### config.mk
export PLATFORM = sky130hd
export DESIGN_NAME = pc_fetch_unit
export DESIGN_NICKNAME = d
export VERILOG_FILES = /design/src/rtl/pc_fetch_unit.sv
export SDC_FILE = /design/constraint.sdc
export NUM_CORES = 1
export LEC_CHECK = 0
export ABC_AREA = 1
export BUFFER_PORTS_ARGS = -buffer_cell sky130_fd_sc_hd__buf_2
export CAP_MARGIN = 20
export CORE_UTILIZATION = 47
export CTS_CLUSTER_DIAMETER = 100
export DETAILED_ROUTE_END_ITERATION = 10
export GPL_TIMING_DRIVEN = 0
export MAX_ROUTING_LAYER = met4
export PLACE_DENSITY_LB_ADDON = 0.2
export RECOVER_POWER = 100
export SLEW_MARGIN = 0
export SYNTH_ARGS = -nofsm -noshare
export SYNTH_HDL_FRONTEND = slang
export SYNTH_SLANG_ARGS = --single-unit
### constraint.sdc
create_clock -name clock -period 2.2 [get_ports clock]
set_input_delay 0.11 -clock clock [delete_from_list [all_inputs] [get_ports clock]]
set_output_delay 0.11 -clock clock [all_outputs]
set_load 0.02 [all_outputs]
### src/rtl/pc_fetch_unit.sv
// Program counter for a multi-cycle fetch: one instruction slot every CYCLES_PER_INSTR edges, PC updated on the commit edge.
// readAddress is registered and changes only on a commit edge or reset; there is no backpressure, since a stall holds the PC for one slot.
module pc_fetch_unit #(
    parameter int CYCLES_PER_INSTR = 10,
    parameter int MEM_WORDS        = 11
) (
    input  logic        clock,
    input  logic        reset,
    input  logic        branch_taken,
    input  logic [31:0] branch_target,
    input  logic        stall,
    input  logic        halt_req,
    output logic [31:0] readAddress,
    output logic [31:0] pc_plus_one,
    output logic [3:0]  phase,
    output logic        decode_strobe,
    output logic        commit_strobe,
    output logic [15:0] retired,
    output logic        halted,
    output logic        addr_fault
);

    localparam logic [3:0]  LAST_PHASE = 4'(CYCLES_PER_INSTR - 1);
    localparam logic [31:0] MEM_LIMIT  = 32'(MEM_WORDS);

    typedef enum logic [1:0] {
        RUNNING = 2'd0,
        STOPPED = 2'd1,
        FAULTED = 2'd2
    } run_state_t;

    run_state_t  state;
    run_state_t  state_next;
    logic        commit_edge;
    logic        slot_commit;
    logic        pc_load;
    logic        pc_fault;
    logic [31:0] next_pc;

    assign commit_edge = (phase == LAST_PHASE);
    assign halted      = (state != RUNNING);
    assign addr_fault  = (state == FAULTED);
    assign slot_commit = commit_edge && !halted;
    assign pc_plus_one = readAddress + 32'd1;

    // Reset is synchronous, so the strobes are masked for the whole cycle it is held.
    assign decode_strobe = (phase == 4'd1) && !halted && !reset;
    assign commit_strobe = commit_edge && !halted && !reset;

    always_comb begin
        next_pc = pc_plus_one;
        if (stall) begin
            next_pc = readAddress;
        end else if (branch_taken) begin
            next_pc = branch_target;
        end
    end

    assign pc_fault = (next_pc >= MEM_LIMIT);

    always_comb begin
        state_next = state;
        pc_load    = 1'b0;
        case (state)
            RUNNING: begin
                // A halt request on the commit edge still retires the slot but suppresses the PC update.
                if (halt_req) begin
                    state_next = STOPPED;
                end else if (commit_edge) begin
                    if (pc_fault) begin
                        state_next = FAULTED;
                    end else begin
                        pc_load = 1'b1;
                    end
                end
            end
            STOPPED: state_next = STOPPED;
            FAULTED: state_next = FAULTED;
            default: state_next = STOPPED;
        endcase
    end

    always_ff @(posedge clock) begin
        if (reset) begin
            state       <= RUNNING;
            phase       <= 4'd0;
            readAddress <= 32'd0;
            retired     <= 16'd0;
        end else begin
            state <= state_next;
            // The phase keeps counting while halted to stay aligned with the memory's fetch counter.
            phase <= commit_edge ? 4'd0 : phase + 4'd1;
            if (pc_load) begin
                readAddress <= next_pc;
            end
            if (slot_commit) begin
                retired <= retired + 16'd1;
            end
        end
    end

endmodule
# [Word-level counts from Yosys, hierarchy flattened]
# Index checks and enable logic that the tools add are counted.
[totals] output_inout_bits=88 elab_cells=33 regBits=54 inputBits=37
[classes] addsub=3 n_mux=10 reduce_logical=10 eq_ne=5 magnitude_cmp=1
[ops] operator="$mux 32" n=2
[ops] operator="$add 32x1->32 const B" n=1
[ops] operator="$ge 32x4->1 const B" n=1
[ops] operator="$add 16x1->16 const B" n=1
[ops] operator="$mux 2" n=3
[ops] operator="$ne 3x3->1 const B" n=2
[ops] operator="$add 4x1->4 const B" n=1
[ops] operator="$eq 4x1->1 const B" n=1
[ops] operator="$eq 4x4->1 const B" n=1
[ops] operator="$logic_and 1x1->1" n=4
[ops] operator="$mux 1" n=4
[ops] operator="$pmux 2 s2" n=1
[ops] operator="$eq 2x2->1 const B" n=1
[ops] operator="$logic_not 1->1" n=2
[ops] operator="$logic_not 2->1" n=1
[ops] operator="$reduce_and 2->1" n=1
[ops] operator="$reduce_bool 2->1" n=1
[ops] operator="$reduce_or 2->1" n=1

# [Longest topological paths before layout]
# Gate-level depths: netlist of the first run.
[depth] depth_word=8 ltp_mapped=18 ltp_nobuf=18

# [Worst setup path after synthesis of the first run]
# No wires, ideal clock.
[synth_path] path_kind="register -> register" from="reg readAddress[1]" to="reg readAddress[26]" slack_ps=-205 path_stages_with_launch=16 setup_ps=111 period_less_slack_ps=2405 required_time_ps=2089 n_path_buf=1 arrival_ps=2294 cell_sequence="dfxtp_1 > ha_1 > inv_1 > nor2_4 > nand2_2 > o21ai_1 > nand2_1 > o21ai_1 > nand2_1 > nor2_1 > nand2_1 > nor2_2 > nand4_2 > buf_2 > nand3_1 > inv_1"
[synth_via] elab_chain_cells=8
[synth_lines] element="from (decl)" line_no="13" rtl="output logic [31:0] readAddress,"
[synth_lines] element="from (signal assigned)" line_no="94" rtl="readAddress <= next_pc;"
[synth_lines] element="$add 32x1->32" line_no="44" rtl="assign pc_plus_one = readAddress + 32'd1;"
[synth_lines] element="named net pc_plus_one[16]" line_no="14" rtl="output logic [31:0] pc_plus_one,"
[synth_lines] element="$mux 32" line_no="54" rtl="end else if (branch_taken) begin"
[synth_lines] element="$mux 32" line_no="52" rtl="if (stall) begin"
[synth_lines] element="$ge 32x4->1" line_no="59" rtl="assign pc_fault = (next_pc >= MEM_LIMIT);"
[synth_lines] element="$mux 1" line_no="70" rtl="if (pc_fault) begin"
[synth_lines] element="$mux 1" line_no="69" rtl="end else if (commit_edge) begin"
[synth_lines] element="$mux 1" line_no="67" rtl="if (halt_req) begin"
[synth_lines] element="$mux 1" line_no="64" rtl="case (state)"
# The timed path passes the listed nets, and every way through them passes these cells.
# A chain may end at the register's enable or synchronous reset.

# [Final worst setup path of the first run]
[layout_path] from="reg readAddress[1]" to="reg readAddress[2]"
[layout_via] elab_chain_cells=8
[layout_lines] element="$add 32x1->32" line_no="44"
[layout_lines] element="$mux 32" line_no="54"
[layout_lines] element="$mux 32 (*)" line_no="52"
[layout_lines] element="$ge 32x4->1" line_no="59"
[layout_lines] element="$mux 1" line_no="70"
[layout_lines] element="$mux 1" line_no="69"
[layout_lines] element="$mux 1" line_no="67"
[layout_lines] element="$mux 1" line_no="64"
# Mark *: on every way between the ends. The rest lies on a longest branch, timed or not.

==> results of run 1 <==
==> synthesized netlist by cell type (all sizes together) <==
| master | number | area (um2) |
|---|---|---|
| inv | 85 | 319 |
| or2 | 1 | 6.26 |
| o21ai | 17 | 85.1 |
| dfxtp | 54 | 1080 |
| a31oi | 1 | 6.26 |
| buf | 14 | 70.1 |
| nand3 | 82 | 410 |
| clkbuf | 10 | 38.8 |
| ha | 4 | 50.1 |
| nor3 | 5 | 30.0 |
| nand3b | 8 | 60.1 |
| a21oi | 19 | 95.1 |
| nand2 | 249 | 952 |
| nor3b | 1 | 7.51 |
| nand4 | 8 | 56.3 |
| nor4 | 2 | 12.5 |
| o21a | 2 | 15.0 |
| xnor2 | 1 | 8.76 |
| o22ai | 1 | 6.26 |
| nor2 | 158 | 633 |
| and2 | 1 | 6.26 |
| xor2 | 2 | 17.5 |
==> flip-flops by register name, summed over array words and instances (netlist names) <==
signal	cells
phase	4
readAddress	32
retired	16
state	2
==> metrics by stage <==
step / TNS [ps] / instances
detailed placement: -11820 / 951
floorplan: 0 / 725
CTS: -136 / 985
finish: -3140 / 1000
global route: -7940 / 1000
global placement: -10830 / 951
==> timing repair <==
item                                    CTS  global route
pin swaps                                29            23
buffers inserted                         25            16
endpoints found under the hold margin     0             0
gates cloned                              1             0
endpoints found under the setup margin   37            39
gates resized for setup                 119            53
==> worst max-delay path, delay by kind of cell (launching register included) <==
family | cells | cell delay (ps)
buffers and inverters | 2 | 230
adders and majority gates | 1 | 220
and+or+nand+nor | 15 | 1450
DFF | 1 | 420
==> worst min path at each step <==
| stage | endpoint | start | cells past startpoint | slack [ps] |
|---|---|---|---|---|
| finish | state[0]$_SDFFE_PP0P_ | halt_req | 3 | 70 |
| global route | state[0]$_SDFFE_PP0P_ | halt_req | 3 | 110 |
| CTS | state[0]$_SDFFE_PP0P_ | halt_req | 3 | 70 |
| detailed placement | state[0]$_SDFFE_PP0P_ | halt_req | 3 | 390 |
| global placement | state[0]$_SDFFE_PP0P_ | halt_req | 3 | 380 |
| floorplan | state[0]$_SDFFE_PP0P_ | halt_req | 2 | 270 |
==> power groups by stage <==
stage          sequential, W  combinational [W]  clock, W
4_1_cts             0.000971           0.000264  0.000603
2_1_floorplan        0.00102           0.000163         0
5_1_grt             0.000966           0.000315  0.000640
3_3_place_gp         0.00101           0.000249         0
3_5_place_dp         0.00101           0.000251         0
6_report            0.000964           0.000281  0.000586
==> cells by family (layout without fill, tap and decap cells) <==
group | count (synthesis) | after routing | synth area share
simple gates | 515 | 515 | 0.548
buf+inv | 109 | 279 | 0.108
flops | 54 | 54 | 0.272
compound gates | 40 | 40 | 0.0523
fa+ha+maj | 4 | 4 | 0.0126
xor+xnor | 3 | 3 | 0.00662
==> metal layers <==
| layer | global-route usage | routed length, um | vias to the layer above |
|---|---|---|---|
| met3 | 0.0348 | 1100 | 49 |
| li1 | - | - | 2601 |
| met4 | 0.151 | 619 | 0 |
| met5 | - | 0 | - |
| met1 | 0.398 | 5870 | 2327 |
| met2 | 0.529 | 6590 | 258 |
==> layout make-up <==
class | instances | area share
clock buffer | 6 | 0.0146
tap | 105 | 0.0233
timing repair buffer | 162 | 0.160
multi-input combinational | 562 | 0.510
sequential | 54 | 0.208
buffer | 24 | 0.0237
inverter | 85 | 0.0570
clock inverter | 2 | 0.00288
==> metrics.yaml, run 1 <==
reg2reg_to: "readAddress[2]$_SDFFE_PP0P_"
worstMarginPinSlew_ps: 707
p_clk_frac: 0.320
htreeDepth: 2
slew_violations: 0
placed_area_um2: 4720
clk_latency_ps: 310
yosysUniqueCellTypes: 33
layout_commonest_cell: "nand2_1"
reg2reg_depth: 18
worstReg2RegStart: "readAddress[1]$_SDFFE_PP0P_"
synthesis.instances: 725
leakage_nw: 2.84
synthesis.nets: 766
antenna_left: 0
relSlewSlack: 0.528
cp.arrival_ps: 2640
first_pass_iters: 5
drive_gt1_frac: 0.323
startpoint: "readAddress[1]$_SDFFE_PP0P_"
clock-skew-final_ps: 8.44
grt_max_degree: 18
hold_buffers: 0
antenna_found_initial: 0
crit_type: "reg2reg"
vdd_drop_max_mv: 0.409
status: "complete, but fails checks"
stdcell_area_um2: 5640
root_buffer: "clkbuf_8"
dp_hpwl_mm: 9.96
globalplace.congestion: 0.958
dp_slack_ps: -388
crit_fanout: 5
cp_slowest_stage_delay_ps: 420
clkTransAtPathRegs_ps: 100
endpoint: "readAddress[2]$_SDFFE_PP0P_"
fin_crit_ps: 2390
crit_chain: "ha_4, inv_4, nor2_4, nand2_4, nor2_4, nand2_1, nand2_1, nand3_1, nand2_1, nand2_1, nor2_1, nand2_1, nor2_4, nand4_4, buf_6, nand2_2, nand2_1, nor2_1"
grt_pass1_wl_mm: 21.7
fp.dieH_um: 93.9
synth_area_um2: 3970
drc: 0
clockBufferDepth: 2
setup_viol: 32
overflow: 0
cts.sinks: 54
wl_per_cell_um: 14.2
worst_slack_ps: -188
via_per_inst: 5.24
initial_core_util: 0.485
totalPowerFinal_w: 0.00183
nFillCells: 756
crit_top_cell: "nand2_1"
cp-start-kind: "flip-flop"
swShare: 0.280
synth-seq-cells: 54
grt_util_all_layers: 0.323
hold_ws_ps: 73.8
drt-total-wl_mm: 14.2
crit_slowest_cell: "dfxtp_4"
multiInputGateArea_um2: 2880
via_count: 5235
fin_crit_sh: 1.09
switching_power_w: 0.000512
drtIter0Drc: 393
cts_buffers: 5
hold_viol_final: 0
violations: "setup timing"
r2r_slack_ps: -190
rsz0062_at_grt: "true"
seq_power_share: 0.527
yosysWarnings: 0
row_count: 33
max_cap_violations: 0
mostFrequentLayoutCells: "nand2_1 (223), nor2_1 (114), buf_2 (104)"
io_pins: 125
antenna-diode-count: 0
cts_tree: "yes"
core_area_um2: 8180
nNetsFinal: 935
p_int_w: 0.00132
fin_util: 0.690
grt_pass1_vias: 4691
synth_area_per_cell_um2: 5.47
combPwrFrac: 0.154
timing.fmax_ghz: 0.419
die_area_um2: 8810
ys_seq_area_frac: 0.272
io_buffers: 121
required_ps: 2450
chipWidth_um: 93.9
critPathCaptureType: "flip-flop"
seq_area_um2: 1180
p_per_area_nw_per_um2: 325
syn2layout_area_growth_pct: 42.2
hold_path.class: "in2reg"
Note: power is estimated with default switching activity, not from simulation.
==> run 2, diff against run 1 <==
--- a/config.mk
+++ b/config.mk
@@ -8,13 +8,14 @@
 export ABC_AREA = 1
 export BUFFER_PORTS_ARGS = -buffer_cell sky130_fd_sc_hd__buf_2
 export CAP_MARGIN = 20
-export CORE_UTILIZATION = 47
+export CORE_UTILIZATION = 50
 export CTS_CLUSTER_DIAMETER = 100
 export DETAILED_ROUTE_END_ITERATION = 10
 export GPL_TIMING_DRIVEN = 0
 export MAX_ROUTING_LAYER = met4
 export PLACE_DENSITY_LB_ADDON = 0.2
 export RECOVER_POWER = 100
+export REMOVE_ABC_BUFFERS = 1
 export SLEW_MARGIN = 0
 export SYNTH_ARGS = -nofsm -noshare
 export SYNTH_HDL_FRONTEND = slang
==> constraint.sdc (replaced) <==
create_clock -name clock -period 2.5 [get_ports clock]
set_input_delay 0.125 -clock clock [delete_from_list [all_inputs] [get_ports clock]]
set_output_delay 0.125 -clock clock [all_outputs]
set_load 0.02 [all_outputs]
==> metrics.yaml, run 2 (same netlist as run 1, synthesis figures left out) <==
status: "complete, but fails checks"
violations: "setup timing"
cts.sinks: 54  # unchanged
nNetsFinal: 912  # -2.5%
required_ps: 2710  # +260 ps
via_per_inst: 5.47  # +4.4%
top_register: "readAddress"
slew_violations: 0  # unchanged
clk_latency_ps: 320  # about the same
drt-total-wl_mm: 14.2  # -0.15%
htreeDepth: 2  # unchanged
via_count: 5324  # +1.7%
reg2reg_depth: 14  # -4
worstMarginPinSlew_ps: 854  # +147 ps
clkTransAtPathRegs_ps: 110  # about the same
vdd_drop_max_mv: 0.240  # -41%
grt_pass1_wl_mm: 19.5  # -10%
die_area_um2: 8300  # -5.9%
cts_buffers: 5  # unchanged
p_per_area_nw_per_um2: 295  # -9.1%
row_count: 32  # -3.0%
globalplace.congestion: 0.920  # -4.0%
mostFrequentLayoutCells: "nand2_1 (217), nor2_1 (115), buf_2 (97)"
cts_tree: "yes"
chipWidth_um: 91.1  # -3.0%
cp.arrival_ps: 2750  # +110 ps
top_regs: "readAddress x32, retired x16, phase x4"
first_pass_iters: 6  # +1
crit_type: "reg2reg"
initial_core_util: 0.516  # +0.0308
stdcell_area_um2: 5500  # -2.5%
hold_viol_final: 0  # unchanged
relSlewSlack: 0.430  # -0.0986
fin_crit_sh: 1.01  # -0.0713
syn2layout_area_growth_pct: 38.6
hold_ws_ps: 78.1  # +4.28 ps
layout_commonest_cell: "nand2_1"
r2r_slack_ps: -40  # +150 ps
min_path_cells: 3  # unchanged
io_pins: 125  # unchanged
core_area_um2: 7690  # -6.0%
reg2reg_to: "readAddress[15]$_SDFFE_PP0P_"
io_buffers: 124  # +2.5%
placed_area_um2: 4610  # -2.3%
clock-skew-final_ps: 8.62  # +0.182 ps
wl_per_cell_um: 14.5  # +2.5%
drc: 0  # unchanged
timing.fmax_ghz: 0.394  # -5.8%
grt_max_degree: 61  # +43
worst_slack_ps: -35.1  # +153 ps
fp.dieH_um: 91.1  # -3.0%
grt_util_all_layers: 0.293  # -0.0298
grt_pass1_vias: 4376  # -6.7%
drtIter0Drc: 475  # +21%
drive_gt1_frac: 0.312  # -0.0110
hold_path.class: "in2reg"
largest_register_ffs: 32  # unchanged
leakage_nw: 2.77  # -2.3%
dp_hpwl_mm: 8.41  # -16%
min_from: "halt_req"
setup_viol: 3  # -91%
overflow: 0  # unchanged
nFillCells: 659  # -13%
antenna-diode-count: 0  # unchanged
holdPathEnd: "state[0]$_SDFFE_PP0P_"
antenna_left: 0  # unchanged
clockBufferDepth: 2  # unchanged
worstReg2RegStart: "readAddress[8]$_SDFFE_PP0P_"
fin_crit_ps: 2540  # +147 ps
crit_fanout: 8  # +3
root_buffer: "clkbuf_8"
max_cap_violations: 0  # unchanged
cp-start-kind: "flip-flop"
critPathCaptureType: "flip-flop"
antenna_found_initial: 0  # unchanged
hold_buffers: 0  # unchanged
rsz0062_at_grt: "true"
==> run 2: layout make-up <==
type / instances / area, um2 / share of cell area
inverter: 85 / 324 / 0.0589
sequential: 54 / 1180 / 0.214
clock buffer: 5 / 68.8 / 0.0125
timing repair buffer: 161 / 897 / 0.163
clock inverter: 3 / 22.5 / 0.00410
tap: 102 / 128 / 0.0232
multi-input combinational: 564 / 2880 / 0.524
==> run 2: where the power goes <==
group          internal, W  leakage (nW)  switching [W]
combinational    0.0000893          2.26       0.000161
sequential        0.000840         0.458     0.00000641
clock             0.000204        0.0489       0.000321
total              0.00113          2.77       0.000489
==> run 2: worst max-delay path by stage <==
| stage | startpoint | slack, ps | endpoint |
|---|---|---|---|
| 2_1_floorplan | readAddress[0]$_SDFFE_PP0P_ | -290 | readAddress[2]$_SDFFE_PP0P_ |
| 3_3_place_gp | branch_taken | -1180 | readAddress[2]$_SDFFE_PP0P_ |
| 3_5_place_dp | readAddress[0]$_SDFFE_PP0P_ | -870 | readAddress[2]$_SDFFE_PP0P_ |
| 4_1_cts | readAddress[6]$_SDFFE_PP0P_ | -10 | readAddress[17]$_SDFFE_PP0P_ |
| 5_1_grt | readAddress[4]$_SDFFE_PP0P_ | -190 | readAddress[2]$_SDFFE_PP0P_ |
| 6_report | readAddress[8]$_SDFFE_PP0P_ | -40 | readAddress[15]$_SDFFE_PP0P_ |
==> run 2: what timing repair did <==
item / 4_1_cts / 5_1_grt
setup buffers: 7 / 30
gates cloned: 2 / 0
endpoints found under the setup margin: 33 / 37
gates resized for setup: 23 / 146
pin swaps: 7 / 40
==> run 2: routing by layer <==
layer  GRT usage  vias up  wire [um]
met5           -        -          0
met3      0.0427       77       1160
met4       0.124        0        681
met1       0.354     2394       5560
met2       0.487      301       6750
li1            -     2552          -
==> run 2: worst max-delay path, stage by stage, from the launching register on <==
cell and delay, ps:
dfxtp_4 420, nand2_2 110, nor2_4 160, nand2_1 130
o21ai_1 220, nand3_1 100, nand2_1 100, nand2_1 60
nor2_1 130, nand2_1 120, nor3_4 220, buf_12 160
nand4_4 230, nand3_1 200, inv_1 70
==> run 2: stage by stage <==
step | setup slack, ps | TNS, ps | power, W | instances | utilization
2_1_floorplan | -292 | -7470 | 0.00102 | 701 | -
3_3_place_gp | -1180 | -34980 | 0.00110 | 927 | 0.599
3_5_place_dp | -870 | -24630 | 0.00110 | 927 | 0.599
4_1_cts | -9.57 | -41.7 | 0.00162 | 944 | 0.632
5_1_grt | -185 | -2110 | 0.00169 | 974 | 0.715
6_report | -35.1 | -62.0 | 0.00162 | 974 | 0.715
==> run 3, diff against run 2 <==
--- a/config.mk
+++ b/config.mk
@@ -12,7 +12,6 @@
 export CTS_CLUSTER_DIAMETER = 100
 export DETAILED_ROUTE_END_ITERATION = 10
 export GPL_TIMING_DRIVEN = 0
-export MAX_ROUTING_LAYER = met4
 export PLACE_DENSITY_LB_ADDON = 0.2
 export RECOVER_POWER = 100
 export REMOVE_ABC_BUFFERS = 1
==> metrics.yaml, run 3 (same netlist as run 1, synthesis figures left out) <==
status: "complete, but fails checks"
violations: "setup timing"
use_met3: 0.0410  # -0.00168
syn2layout_area_growth_pct: 41.8
p_int_w: 0.00126  # +11%
cts.sinks: 54  # unchanged
placed_area_um2: 4610  # unchanged
via_per_inst: 5.51  # +0.86%
crit_top_cell: "nand2_1"
root_buffer: "clkbuf_8"
first_pass_iters: 7  # +1
p_per_area_nw_per_um2: 311  # +5.5%
die_area_um2: 8300  # unchanged
drive_gt1_frac: 0.343  # +0.0313
cts_tree: "yes"
overflow: 0  # unchanged
grtUsageMet2: 0.504  # +0.0170
top_usage_layer: "met2"
antenna-diode-count: 0  # unchanged
cp.arrival_ps: 2790  # +40 ps
core_area_um2: 7690  # unchanged
grt_pass1_vias: 4462  # +2.0%
reg2reg_depth: 15  # +1
slew_violations: 0  # unchanged
stdcell_area_um2: 5630  # +2.3%
dp_slack_ps: -858  # +11.7 ps
hold_ws_ps: 85.9  # +7.89 ps
wl_per_cell_um: 14.6  # +0.27%
required_ps: 2710  # about the same
fin_crit_sh: 1.03  # +0.0195
leakage_nw: 2.89  # +4.3%
crit_chain: "nand2_2, nor2_4, nand2_4, o21ai_1, nand3_1, nand2_1, nand2_1, nor2_1, nand2_1, nor3_4, buf_6, nand4_4, buf_6, nand3_1, inv_1"
totalPowerFinal_w: 0.00175  # +8.0%
timing.fmax_ghz: 0.387  # -1.9%
cts_buffers: 5  # unchanged
vdd_drop_max_mv: 0.263  # +9.6%
startpoint: "readAddress[7]$_SDFFE_PP0P_"
nNetsFinal: 914  # +0.22%
drt-total-wl_mm: 14.2  # +0.47%
reg2reg_to: "readAddress[8]$_SDFFE_PP0P_"
initial_core_util: 0.516  # unchanged
hold_path.class: "in2reg"
multiInputGateArea_um2: 2890  # +0.43%
grt_max_degree: 61  # unchanged
htreeDepth: 2  # unchanged
drtIter0Drc: 487  # +2.5%
clkTransAtPathRegs_ps: 100  # about the same
p_clk_frac: 0.353  # +0.029
cp_slowest_stage_delay_ps: 400  # -20 ps
nFillCells: 604  # -8.3%
r2r_slack_ps: -80  # -50 ps
clock-skew-final_ps: 7.51  # -1.11 ps
max_cap_violations: 0  # unchanged
io_buffers: 124  # unchanged
crit_type: "reg2reg"
hold_viol_final: 0  # unchanged
fp.dieH_um: 91.1  # unchanged
layout_commonest_cell: "nand2_1"
top_register: "readAddress"
crit_slowest_cell: "dfxtp_4"
drc: 0  # unchanged
combPwrFrac: 0.163  # +0.009
setup_viol: 25  # +22
switching_power_w: 0.000492  # +0.51%
row_count: 32  # unchanged
cp-start-kind: "flip-flop"
clockBufferDepth: 2  # unchanged
dp_hpwl_mm: 8.28  # -1.6%
largest_register_ffs: 32  # unchanged
mostFrequentLayoutCells: "nand2_1 (225), buf_2 (118), nor2_1 (108)"
worstReg2RegStart: "readAddress[7]$_SDFFE_PP0P_"
top_regs: "readAddress x32, retired x16, phase x4"
worst-path-stages: 15  # +1
via_count: 5381  # +1.1%
grt_pass1_wl_mm: 19.7  # +1.1%
worstMarginPinSlew_ps: 981  # +127 ps
antenna_found_initial: 0  # unchanged
path_buf_inv: 3  # +1
chipWidth_um: 91.1  # unchanged
seq_power_share: 0.485  # -0.037
clk_latency_ps: 310  # about the same
swShare: 0.281  # -0.0208
globalplace.congestion: 0.883  # -3.9%
relSlewSlack: 0.345  # -0.0846
worst_slack_ps: -83.8  # -48.7 ps
fin_crit_ps: 2580  # +48.7 ps
rsz0062_at_grt: "true"
endpoint: "readAddress[8]$_SDFFE_PP0P_"
grt_util_all_layers: 0.286  # -0.00702
crit_fanout: 5  # -3
grtUsageMet1: 0.348  # -0.00672
crit_family: "simple AND/OR/NAND/NOR gates"
io_pins: 125  # unchanged
critPathCaptureType: "flip-flop"
antenna_left: 0  # unchanged
seq_area_um2: 1170  # -0.74%
## run 3: how the worst min path moves through the flow
stage / cells after the start / to / slack, ps / from
global placement: 3 / state[0]$_SDFFE_PP0P_ / 390 / halt_req
floorplan: 1 / state[0]$_SDFFE_PP0P_ / 200 / reset
finish: 3 / state[0]$_SDFFE_PP0P_ / 90 / halt_req
CTS: 3 / state[0]$_SDFFE_PP0P_ / 80 / halt_req
detailed placement: 3 / state[0]$_SDFFE_PP0P_ / 410 / halt_req
global route: 3 / state[0]$_SDFFE_PP0P_ / 90 / halt_req
## run 3: layer usage
| metal | vias up | wire length (um) |
|---|---|---|
| met1 | 2392 | 5440 |
| met2 | 341 | 6720 |
| met3 | 92 | 1180 |
| li1 | 2556 | - |
| met5 | - | 0 |
| met4 | 0 | 886 |
## run 3: power by group through the flow
stage | sequential [W] | combinational (W) | clock [W]
2_1_floorplan | 0.000896 | 0.000123 | 0
3_5_place_dp | 0.000892 | 0.000208 | 0
4_1_cts | 0.000871 | 0.000233 | 0.000624
5_1_grt | 0.000850 | 0.000312 | 0.000659
3_3_place_gp | 0.000891 | 0.000204 | 0
6_report | 0.000849 | 0.000285 | 0.000618
## run 3: timing repair
item                       in CTS  in global routing
buffers inserted               13                 26
gates cloned                    2                  0
resized for setup              27                142
setup endpoints to repair      33                 38
pin swaps                       7                 40
hold buffers                    0                  0
## run 3: final cells by class
type | instances | share of cell area
multi-input combinational | 564 | 0.514
tap | 102 | 0.0227
sequential | 54 | 0.208
inverter | 85 | 0.0571
timing repair buffer | 163 | 0.177
clock buffer | 5 | 0.0122
clock inverter | 3 | 0.00845
## run 3: stage by stage
step / TNS, ps / util / cells
final: -901 / 0.732 / 976
after floorplan: -7470 / - / 701
after global placement: -33540 / 0.599 / 927
after global routing: -4590 / 0.732 / 976
after detailed placement: -24560 / 0.599 / 927
after CTS: 0 / 0.642 / 950
## run 3: worst register-to-register path: stages, from the launching register on
cell	delay, ps
dfxtp_4	400
nand2_2	110
nor2_4	220
nand2_4	100
o21ai_1	170
nand3_1	140
nand2_1	180
nand2_1	100
nor2_1	120
nand2_1	110
nor3_4	180
buf_6	160
nand4_4	150
buf_6	180
nand3_1	80
inv_1	80
